### src/rtl/chime_mix_fader.sv
// Two-slot chime mixer with a linearly ramped master gain, producing an
// offset-binary sample plus valid strobe for the delta-sigma DAC.
module chime_mix_fader #(
  parameter int C_FADE_DIV = 16,
  parameter int C_OUT_W    = 10
) (
  input  logic               CK_i,
  input  logic               RST_i,
  input  logic               EE_SMPL_i,
  input  logic [15:0]        WAVE0s_i,
  input  logic [15:0]        WAVE1s_i,
  input  logic               MUTE_i,
  input  logic [6:0]         VOLs_i,
  output logic [C_OUT_W-1:0] DATs_o,
  output logic               DAT_VLD_o,
  output logic [6:0]         GAINs_o,
  output logic               FADING_o,
  output logic               MUTED_o
);

  localparam int                 SC_W    = (C_FADE_DIV > 1) ? $clog2(C_FADE_DIV) : 1;
  localparam logic [SC_W-1:0]    SC_LAST = SC_W'(C_FADE_DIV - 1);
  localparam logic [C_OUT_W-1:0] MID     = {1'b1, {(C_OUT_W-1){1'b0}}};

  logic [6:0]         gain;
  logic [6:0]         target;
  logic [SC_W-1:0]    sc;
  logic               v1;
  logic               v2;
  logic signed [16:0] sum;
  logic signed [16:0] prod;
  logic signed [24:0] prod_full;
  logic [C_OUT_W-1:0] dat_next;

  always_comb begin
    target = 7'd0;
    if (!MUTE_i) target = (VOLs_i > 7'd64) ? 7'd64 : VOLs_i;
  end

  // Gain ramp: one step of +-1 every C_FADE_DIV strobes while off target.
  // NOTE: sequential state uses non-blocking assignments so every register
  // samples the pre-edge values regardless of statement order.
  always_ff @(posedge CK_i) begin
    if (RST_i) begin
      gain     <= 7'd0;
      sc       <= '0;
      FADING_o <= 1'b0;
      MUTED_o  <= 1'b1;
    end else begin
      FADING_o <= (gain != target);
      MUTED_o  <= (gain == 7'd0);
      if (gain == target) begin
        sc <= '0;
      end else if (EE_SMPL_i) begin
        if (sc == SC_LAST) begin
          sc   <= '0;
          gain <= (gain < target) ? gain + 7'd1 : gain - 7'd1;
        end else begin
          sc <= sc + SC_W'(1);
        end
      end
    end
  end

  assign GAINs_o = gain;

  // Gain is 0..64 unsigned; a zero sign bit keeps the product signed.
  always_comb prod_full = sum * $signed({1'b0, gain});

  // Top C_OUT_W bits of the 17-bit product, MSB flipped to offset binary.
  always_comb dat_next = C_OUT_W'(prod >>> (17 - C_OUT_W)) ^ MID;

  always_ff @(posedge CK_i) begin
    if (RST_i) begin
      v1        <= 1'b0;
      v2        <= 1'b0;
      DAT_VLD_o <= 1'b0;
      sum       <= '0;
      prod      <= '0;
      DATs_o    <= MID;
    end else begin
      v1        <= EE_SMPL_i;
      v2        <= v1;
      DAT_VLD_o <= v2;
      if (EE_SMPL_i) sum <= {WAVE0s_i[15], WAVE0s_i} + {WAVE1s_i[15], WAVE1s_i};
      if (v1)        prod <= 17'(prod_full >>> 6);
      if (v2)        DATs_o <= dat_next;
    end
  end

endmodule

### config.mk
export PLATFORM = sky130hd
export DESIGN_NAME = chime_mix_fader
export DESIGN_NICKNAME = d
export VERILOG_FILES = /design/src/rtl/chime_mix_fader.sv
export SDC_FILE = /design/constraint.sdc
export NUM_CORES = 1
export LEC_CHECK = 0
export CORE_UTILIZATION = 60
export DETAILED_ROUTE_END_ITERATION = 6
export PLACE_DENSITY = 0.94
export SYNTH_ARGS = -nofsm -noshare
export SYNTH_HDL_FRONTEND = slang
export SYNTH_SLANG_ARGS = --single-unit
export TNS_END_PERCENT = 20
### constraint.sdc
create_clock -name CK_i -period 5.7 [get_ports CK_i]
set_input_delay 1.14 -clock CK_i [delete_from_list [all_inputs] [get_ports CK_i]]
set_output_delay 1.14 -clock CK_i [all_outputs]
set_load 0.1 [all_outputs]
==> results of run 1 <==
## state kept, by name, summed over array words and instances, names as in the netlist
signal,cells
prod,10
DATs_o,10
MUTED_o,1
sum,17
sc,4
v1,1
DAT_VLD_o,1
v2,1
GAINs_o,7
FADING_o,1
## power by group through the flow
stage | Clock, µW | Sequential [µW] | Combinational, µW
floorplan | 0 | 417 | 111
global placement | 0 | 425 | 163
detailed placement | 0 | 427 | 170
CTS | 225 | 418 | 171
global route | 238 | 423 | 188
finish | 222 | 420 | 172
## metrics by stage
| step | util | cells | hold WS, ns |
|---|---|---|---|
| after floorplan | - | 757 | 0.453 |
| after global placement | 0.686 | 939 | 0.481 |
| after detailed placement | 0.686 | 939 | 0.483 |
| after CTS | 0.694 | 947 | 0.516 |
| after global routing | 0.694 | 947 | 0.541 |
| final | 0.694 | 947 | 0.508 |
## critical path, stage by stage, from the launching register on
cell and delay (ns):
dfxtp_1 0.75, nand2_1 0.16, fa_1 0.54, inv_1 0.05, fa_1 0.46, fa_1 0.54
inv_1 0.06, fa_1 0.53, inv_1 0.04, ha_1 0.30, and2_0 0.18, a221oi_1 0.37
o211a_4 0.28, nor3_1 0.08, a211oi_2 0.34, nand2b_1 0.10, a211o_1 0.25
## layout by cell type, fill, tap and decap left out, drive strengths merged, types with 2 or more instances in the layout
cell type | synthesis | routed
mux2i | 26 | 26
a211oi | 4 | 4
a21oi | 24 | 24
a211o | 3 | 3
clkbuf | 23 | 6
nor3b | 4 | 4
o311ai | 2 | 2
o211ai | 2 | 2
nor3 | 5 | 5
nand2 | 56 | 56
nand4b | 2 | 2
a21o | 11 | 11
nand3 | 3 | 3
nand2b | 9 | 9
or4b | 2 | 2
buf | 3 | 7
a31oi | 5 | 5
ha | 72 | 72
dfxtp | 53 | 53
clkdlybuf4s50 | 0 | 61
o21bai | 5 | 5
fa | 87 | 87
inv | 127 | 128
nor2 | 54 | 54
xnor2 | 16 | 16
nor4b | 2 | 2
o22ai | 3 | 3
and2 | 84 | 84
nand4 | 3 | 3
or3 | 4 | 4
or2 | 2 | 2
xor2 | 14 | 14
nor2b | 6 | 6
a41oi | 2 | 2
o21a | 6 | 6
o21ai | 17 | 17
## metal layers
metal  wire [µm]  part of all wire  track usage
met1        6010              0.41        0.340
met4         269             0.018       0.0783
met5           0                 0            0
met3         625             0.042       0.0253
met2        7810              0.53        0.482
## kinds of logic after synthesis
family          count (synthesis)  share of synthesized area
simple gates                  241                      0.187
fa+ha+maj                     159                      0.392
buf+inv                       153                     0.0859
compound gates                 95                     0.0992
flops                          53                      0.158
xor+xnor                       30                     0.0390
mux                            26                     0.0387
## worst min-delay path by stage
stage | from | to | slack (ns) | depth (start not counted)
6_report | DATs_o[1]$_SDFFE_PP0P_ | DATs_o[1]$_SDFFE_PP0P_ | 0.51 | 2
5_1_grt | prod[14]$_SDFFE_PP0P_ | prod[14]$_SDFFE_PP0P_ | 0.54 | 2
4_1_cts | DATs_o[1]$_SDFFE_PP0P_ | DATs_o[1]$_SDFFE_PP0P_ | 0.52 | 2
3_5_place_dp | DATs_o[1]$_SDFFE_PP0P_ | DATs_o[1]$_SDFFE_PP0P_ | 0.48 | 2
3_3_place_gp | prod[10]$_SDFFE_PP0P_ | prod[10]$_SDFFE_PP0P_ | 0.48 | 2
2_1_floorplan | prod[14]$_SDFFE_PP0P_ | prod[14]$_SDFFE_PP0P_ | 0.45 | 2
## cell type report
class                      instances  share of cell area
tap                              140              0.0232
timing repair buffer              68              0.0875
clock inverter                     2             0.00182
inverter                         127              0.0631
sequential                        53               0.140
clock buffer                       6             0.00961
multi-input combinational        551               0.674
==> flow_summary_export.csv, run 1 <==
group,metric,value,unit
layout,area_growth,12.2,%
synth,synth_most_common_cell,"inv_1",
layout,final-seq-area,1060,µm²
synth,ys_async_sr_fraction,0,
layout,stdcell_area,7550,µm²
worst_setup_path,required,5.92,ns
pwr,intPower,559,µW
clocking,cts_tree,"built",
synth,synth.avg_cell_area,8.89,µm²
worst_setup_path,critPathCaptureType,"flop",
pwr,power_frac_seq,0.516,
pwr,p_sw_frac,0.313,
routing,vias,5309,
synth,synthCells,757,
worst_setup_path,r2r_end,"prod[15]$_SDFFE_PP0P_",
clocking,clk_latency,0.32,ns
global_route,grt_max_degree,59,
clocking,cts-root-buf,"clkbuf_8",
timing,setup_tns,0,ns
run_status,status,"complete, no violations",
timing,finalHoldViolations,0,
layout,multiInputGateArea,5090,µm²
layout,diodes,0,
timing,fin_worst_skew,0.00920,ns
clocking,h-tree-depth,2,
routing,dr.pass1.iters,5,
clocking,clock-sinks,53,
worst_setup_path,crit_path_start,"GAINs_o[3]$_SDFFE_PP0P_",
routing,drc_errors,0,
global_route,grt_pass1_vias,5367,
die,die_w,108,µm
die,die-area,11600,µm²
synth,syn_area,6730,µm²
placed_design,place_ws,0.577,ns
layout,finalNetCount,1008,
pwr,p_total,814,µW
global_route,grt_pass1_wl,24500,µm
job,max_cap_violations,0,
timing,relSlewSlack,0.329,
worst_setup_path,arrival,5.34,ns
synth,synth_edf_count,0,
placed_design,io_buffers,62,
synth,synthTopCellsByArea,"fa_1 (26%), dfxtp_1 (16%), ha_1 (13%), and2_1 (7.7%), inv_1 (7.1%)",
pwr,p_sw,255,µW
synth,yosys_warnings,0,
routing,drt-vias-per-instance,5.61,
timing,worst_slack,0.581,ns
global_route,antenna_found_initial,0,
pwr,clkPwrFrac,0.273,
worst_hold_path,hold_class,"reg -> reg",
placed_design,placed_cell_area,7470,µm²
worst_setup_path,r2r_start,"GAINs_o[3]$_SDFFE_PP0P_",
clocking,cts_setup_buffers,0,
timing,setup-violations-final,0,
die,chipHeight,108,µm
worst_setup_path,cp_max_fo,17,
routing,drt_wl_total,14700,µm
synth,ys_types,60,
clocking,clkTransAtPathRegs,0.10,ns
clocking,cts_hold_buffers,0,
die,num_rows,38,
routing,first_iter_violations,274,
pwr,leakage,0.00377,µW
worst_setup_path,r2r_cells,16,
placed_design,place.gp.congestion,0.837,
worst_setup_path,crit_type,"reg -> reg",
timing,fmax,195,MHz
die,initial_core_util,0.618,
die,ios,63,
worst_setup_path,crit_end,"prod[15]$_SDFFE_PP0P_",
synth,yosysTopAreaCellShare,0.259,
pwr,pwr-share-comb,0.211,
pwr,vdd_drop_max,0.152,mV
timing,timing.final.crit_period,5.12,ns
routing,ant_nets,0,
synth,synthFlopType,"dfxtp_1",
timing,slew_viol_final,0,
die,core_area,10900,µm²
layout,drive_gt1_frac,0.0260,
clocking,cts_buffers,5,
worst_setup_path,cp-start-kind,"flop",
timing,worstMarginPinSlew,1.00,ns
synth,synth-seq-cells,53,
pwr,p_per_area,108,nW/µm²
worst_setup_path,worst-r2r-setup-slack,0.58,ns
global_route,grt-ovfl-total,0,
clocking,ctsLongestPathBuffers,2,
synth,synthTopCellsByCount,"inv_1 (127), fa_1 (87), and2_1 (83), ha_1 (72), nand2_1 (56)",
placed_design,place_hpwl,11800,µm
global_route,track_usage,0.268,
timing,rsz0062_at_grt,"false",
synth,synth_top_area_cell,"fa_1",
clocking,cts_resized,0,
routing,wl_per_cell,15.5,µm
timing,period_share,0.898,
synth,synth_nets,959,
layout,fillers,781,
synth,ys_seq_area_frac,0.158,
(Power assumes the default switching activity.)
==> run 2: changes to the inputs <==
CORE_UTILIZATION = 65   (was 60)
DONT_BUFFER_PORTS = 1   (was default)
PLACE_DENSITY = 0.92   (was 0.94)
==> flow_summary_export.csv, run 2 (synthesis gave the netlist of run 1 again) <==
group,metric,value,unit
global_route,grt-ovfl-total,0,
routing,wl_per_cell,16.9,µm
layout,final-seq-area,1070,µm²
die,core_area,9910,µm²
routing,drt-vias-per-instance,5.87,
worst_setup_path,crit_type,"reg -> reg",
timing,worst_slack,0.673,ns
layout,final_common_cell,"inv_1",
layout,multiInputGateArea,5090,µm²
job,max_cap_violations,0,
routing,drc_errors,0,
worst_setup_path,max_stage_delay,0.55,ns
clocking,ctsLongestPathBuffers,2,
global_route,antenna_found_initial,0,
routing,vias,5156,
clocking,cts_hold_buffers,0,
layout,largest-register,"sum",
die,die-area,10800,µm²
clocking,clk_latency,0.32,ns
global_route,track_usage,0.285,
die,chipHeight,104,µm
timing,fmax,199,MHz
global_route,grt_max_degree,59,
routing,dr.pass1.iters,5,
routing,ant_nets,0,
placed_design,place.gp.congestion,0.886,
layout,fillers,720,
worst_hold_path,hold_class,"reg -> reg",
worst_setup_path,required,5.87,ns
clocking,clkTransAtPathRegs,0.11,ns
layout,final_cell_mix,"inv_1 (127), fa_1 (87), and2_1 (83)",
clocking,cts-root-buf,"clkbuf_8",
timing,relSlewSlack,0.325,
clocking,cts_tree,"built",
placed_design,place_hpwl,12000,µm
layout,diodes,0,
worst_setup_path,arrival,5.20,ns
timing,setup-violations-final,0,
worst_setup_path,cp_cell_sequence,"nand2_1, fa_1, inv_1, fa_1, fa_1, inv_1, fa_1, inv_1, ha_1, a21o_1, a221oi_1, o211a_4, nor3_1, a211oi_2, mux2i_1, a21oi_1",
clocking,cts_setup_buffers,0,
pwr,p_per_area,112,nW/µm²
layout,drive_gt1_frac,0.0322,
global_route,grt_pass1_wl,25000,µm
layout,reg_top3,"sum (17), DATs_o (10), prod (10)",
timing,finalHoldViolations,0,
clocking,cts_resized,0,
timing,rsz0062_at_grt,"false",
run_status,status,"complete, no violations",
timing,worstMarginPinSlew,1.01,ns
pwr,vdd_drop_max,0.165,mV
layout,finalNetCount,946,
die,die_w,104,µm
routing,first_iter_violations,305,
die,num_rows,36,
worst_setup_path,cp_max_fo,18,
timing,setup_tns,0,ns
worst_setup_path,crit_top_cell,"fa_1",
die,ios,63,
pwr,leakage,0.00354,µW
layout,final_cells,878,
placed_design,io_buffers,0,
placed_design,place_inst,870,
layout,area_growth,2.99,%
clocking,cts_buffers,5,
worst_setup_path,cp-start-kind,"flop",
global_route,grt_pass1_vias,5507,
placed_design,place_ws,0.698,ns
routing,drt_wl_total,14800,µm
worst_setup_path,crit_slowest_cell,"fa_1",
clocking,h-tree-depth,2,
die,initial_core_util,0.679,
timing,slew_viol_final,0,
clocking,clock-sinks,53,
timing,fin_worst_skew,0.0164,ns
worst_setup_path,critPathCaptureType,"flop",
layout,largest_register_ffs,17,
timing,timing.final.crit_period,5.03,ns
timing,period_share,0.882,
-- run 2: cell types whose count changed in the layout (fill, tap and decap cells not counted) --
| cell | previous run | this run |
|---|---|---|
| dfxtp_2 | 0 | 4 |
| clkdlybuf4s50_1 | 61 | 0 |
| buf_2 | 1 | 0 |
| dfxtp_1 | 53 | 49 |
-- run 2: worst paths after layout --
kind	start	to	slack [ns]	cells past startpoint
min reg2reg	prod[11]$_SDFFE_PP0P_	DATs_o[4]$_SDFFE_PP0P_	0.52	2
max reg2reg	GAINs_o[4]$_SDFFE_PP0P_	prod[16]$_SDFFE_PP0P_	0.67	16
max	GAINs_o[4]$_SDFFE_PP0P_	prod[16]$_SDFFE_PP0P_	0.67	16
min	prod[11]$_SDFFE_PP0P_	DATs_o[4]$_SDFFE_PP0P_	0.52	2
-- run 2: critical path: cells and delay by family, from the launching register on --
kind / cells / cell delay [ns]
flip-flops: 1 / 0.53
AO/OA/AOI/OAI: 5 / 1.32
AND/OR/NAND/NOR: 2 / 0.23
adder cells (fa/ha/maj): 5 / 2.41
buffers and inverters: 3 / 0.14
multiplexers: 1 / 0.26
-- run 2: routing by layer --
metal / up-vias / global-route usage / part of all wire
met3: 29 / 0.0315 / 0.053
met2: 179 / 0.534 / 0.54
li1: 2392 / - / -
met4: 0 / 0.0816 / 0.017
met1: 2556 / 0.343 / 0.39
met5: - / 0 / 0
-- run 2: layout make-up --
| cell class | instances | area share |
|---|---|---|
| Tap cell | 133 | 0.0240 |
| Inverter | 127 | 0.0687 |
| Clock buffer | 6 | 0.0105 |
| Sequential cell | 53 | 0.154 |
| Multi-Input combinational cell | 551 | 0.735 |
| Clock inverter | 2 | 0.00198 |
| Timing Repair Buffer | 6 | 0.00650 |
-- run 2: metrics by stage --
stage / util / power (µW) / cell area (µm²) / hold slack, ns
6_report: 0.700 / 778 / 6930 / 0.516
5_1_grt: 0.700 / 803 / 6930 / 0.543
4_1_cts: 0.700 / 774 / 6930 / 0.517
3_5_place_dp: 0.691 / 558 / 6850 / 0.494
3_3_place_gp: 0.691 / 546 / 6850 / 0.479
2_1_floorplan: - / 528 / 6730 / 0.453
-- run 2: where the power goes --
group / switching [µW] / internal (µW)
combinational: 68.9 / 59.2
clock: 137 / 88.2
sequential: 39.5 / 386
total: 245 / 533
==> run 3: changes to the inputs <==
clock period = 4.9 ns   (was 5.7 ns; I/O delays follow)
==> flow_summary_export.csv, run 3 (synthesis gave the netlist of run 1 again) <==
group,metric,value,unit
run_status,status,"complete, no violations",
die,ios,63,
worst_setup_path,r2r_start,"GAINs_o[4]$_SDFFE_PP0P_",
worst_setup_path,crit_type,"reg -> reg",
worst_setup_path,crit_buf_inv,2,
job,max_cap_violations,0,
clocking,clock-sinks,53,
placed_design,place_hpwl,11900,µm
worst_setup_path,crit_family,"adder cells",
worst_setup_path,max_stage_delay,0.59,ns
routing,wl_per_cell,17.7,µm
pwr,p_per_area,128,nW/µm²
clocking,cts_buffers,5,
global_route,grt_max_degree,59,
clocking,cts-root-buf,"clkbuf_8",
layout,finalNetCount,957,
timing,fin_worst_skew,0.0176,ns
worst_setup_path,r2r_cells,15,
clocking,h-tree-depth,2,
worst_setup_path,required,5.08,ns
worst_setup_path,cp_max_fo,6,
timing,period_share,0.985,
worst_hold_path,hold_class,"reg -> reg",
routing,drt-vias-per-instance,5.92,
worst_setup_path,crit_top_cell,"fa_1",
global_route,track_usage,0.282,
worst_setup_path,crit_slowest_cell,"fa_1",
layout,final_cells,889,
worst_setup_path,cp-start-kind,"flop",
timing,finalHoldViolations,0,
layout,reg_top3,"sum (17), DATs_o (10), prod (10)",
global_route,grt_pass1_vias,5449,
placed_design,place_inst,871,
routing,first_iter_violations,392,
worst_setup_path,crit_path_start,"GAINs_o[4]$_SDFFE_PP0P_",
placed_design,io_buffers,0,
routing,drc_errors,0,
routing,highest-signal-layer,"met4",
layout,final_cell_mix,"inv_1 (127), fa_1 (86), and2_1 (84)",
routing,met1_length,5980,µm
global_route,grt-ovfl-total,0,
timing,timing.final.crit_period,4.83,ns
die,chipHeight,104,µm
layout,final_common_cell,"inv_1",
timing,setup_tns,0,ns
layout,largest-register,"sum",
die,die_w,104,µm
worst_setup_path,r2r_end,"prod[16]$_SDFFE_PP0P_",
layout,drive_gt1_frac,0.0688,
layout,largest_register_ffs,17,
layout,area_growth,5.50,%
die,num_rows,36,
worst_setup_path,worst-r2r-setup-slack,0.07,ns
layout,fillers,689,
timing,worstMarginPinSlew,1.01,ns
pwr,leakage,0.00360,µW
worst_setup_path,cp.depth,15,
worst_setup_path,cp_cell_sequence,"buf_4, buf_4, and2_1, fa_1, fa_1, fa_1, fa_1, ha_2, a2111o_1, a41oi_2, o211a_4, nor3_2, a211oi_2, mux2i_1, a21oi_1",
worst_hold_path,min-delay-start,"prod[9]$_SDFFE_PP0P_",
routing,vias,5261,
timing,slew_viol_final,0,
die,die-area,10800,µm²
routing,wl_met2,8420,µm
timing,setup-violations-final,0,
pwr,vdd_drop_max,0.163,mV
die,initial_core_util,0.679,
global_route,antenna_found_initial,0,
placed_design,place.gp.congestion,0.901,
routing,wl_met3,997,µm
worst_setup_path,crit_end,"prod[16]$_SDFFE_PP0P_",
clocking,clkTransAtPathRegs,0.12,ns
clocking,clk_latency,0.33,ns
worst_setup_path,critPathCaptureType,"flop",
routing,drt_wl_total,15800,µm
die,core_area,9910,µm²
routing,dr.pass1.iters,6,
clocking,cts_tree,"built",
timing,fmax,207,MHz
global_route,grt_pass1_wl,24800,µm
layout,diodes,0,
routing,ant_nets,0,
clocking,ctsLongestPathBuffers,2,
timing,holdWs,0.524,ns
timing,relSlewSlack,0.324,
worst_setup_path,arrival,5.00,ns
==> run 3: cell types whose count changed in the layout (fill, tap and decap cells not counted), moves of 3 or more <==
cell	delta
ha_1	-4
buf_4	+11
dfxtp_1	-7
dfxtp_2	+3
dfxtp_4	+4
==> run 3: repair_timing <==
item / 4_1_cts / 5_1_grt
hold endpoints to repair: 0 / 0
endpoints found under the setup margin: 0 / 3
setup buffers: 0 / 10
resized for setup: 0 / 17
hold buffers: 0 / 0
==> run 3: worst min path at each step <==
stage	end	depth (start not counted)
floorplan	prod[14]$_SDFFE_PP0P_	2
global placement	prod[11]$_SDFFE_PP0P_	2
detailed placement	prod[14]$_SDFFE_PP0P_	2
CTS	prod[14]$_SDFFE_PP0P_	2
global route	prod[14]$_SDFFE_PP0P_	2
finish	DATs_o[2]$_SDFFE_PP0P_	2
==> run 3: power by group <==
group / switching [µW] / internal, µW / leakage [µW]
clock network: 162 / 102 / 0.0000445
logic: 81.1 / 68.8 / 0.00312
registers: 47.4 / 448 / 0.000438
==> run 3: through the flow <==
stage	cell area, µm²	worst slack, ns	power [µW]	util
2_1_floorplan	6770	-0.0711	612	-
3_3_place_gp	6870	0.301	634	0.694
3_5_place_dp	6870	0.162	646	0.694
4_1_cts	6960	0.155	895	0.703
5_1_grt	7100	-0.0636	936	0.717
6_report	7100	0.0732	909	0.717
==> run 3: worst reg2reg max path: cells and delay by family (launching register included) <==
family	cells	cell delay, ns
compound gates	5	1.31
fa+ha+maj	5	2.22
buf+inv	2	0.29
flops	1	0.39
mux	1	0.23
simple gates	2	0.22
==> run 3: per-layer routing <==
layer,track usage,vias to the layer above
li1,-,2416
met3,0.0340,47
met4,0.0837,0
met2,0.525,227
met5,0,-
met1,0.341,2571
==> run 3: area by class of cell <==
class / instances / area (µm²) / share of cell area
clock inverter: 3 / 21.3 / 0.00299
clock buffer: 5 / 68.8 / 0.00969
inverter: 127 / 477 / 0.0671
multi-input combinational: 551 / 5160 / 0.726
timing repair buffer: 17 / 128 / 0.0180
sequential: 53 / 1080 / 0.153
tap: 133 / 166 / 0.0234
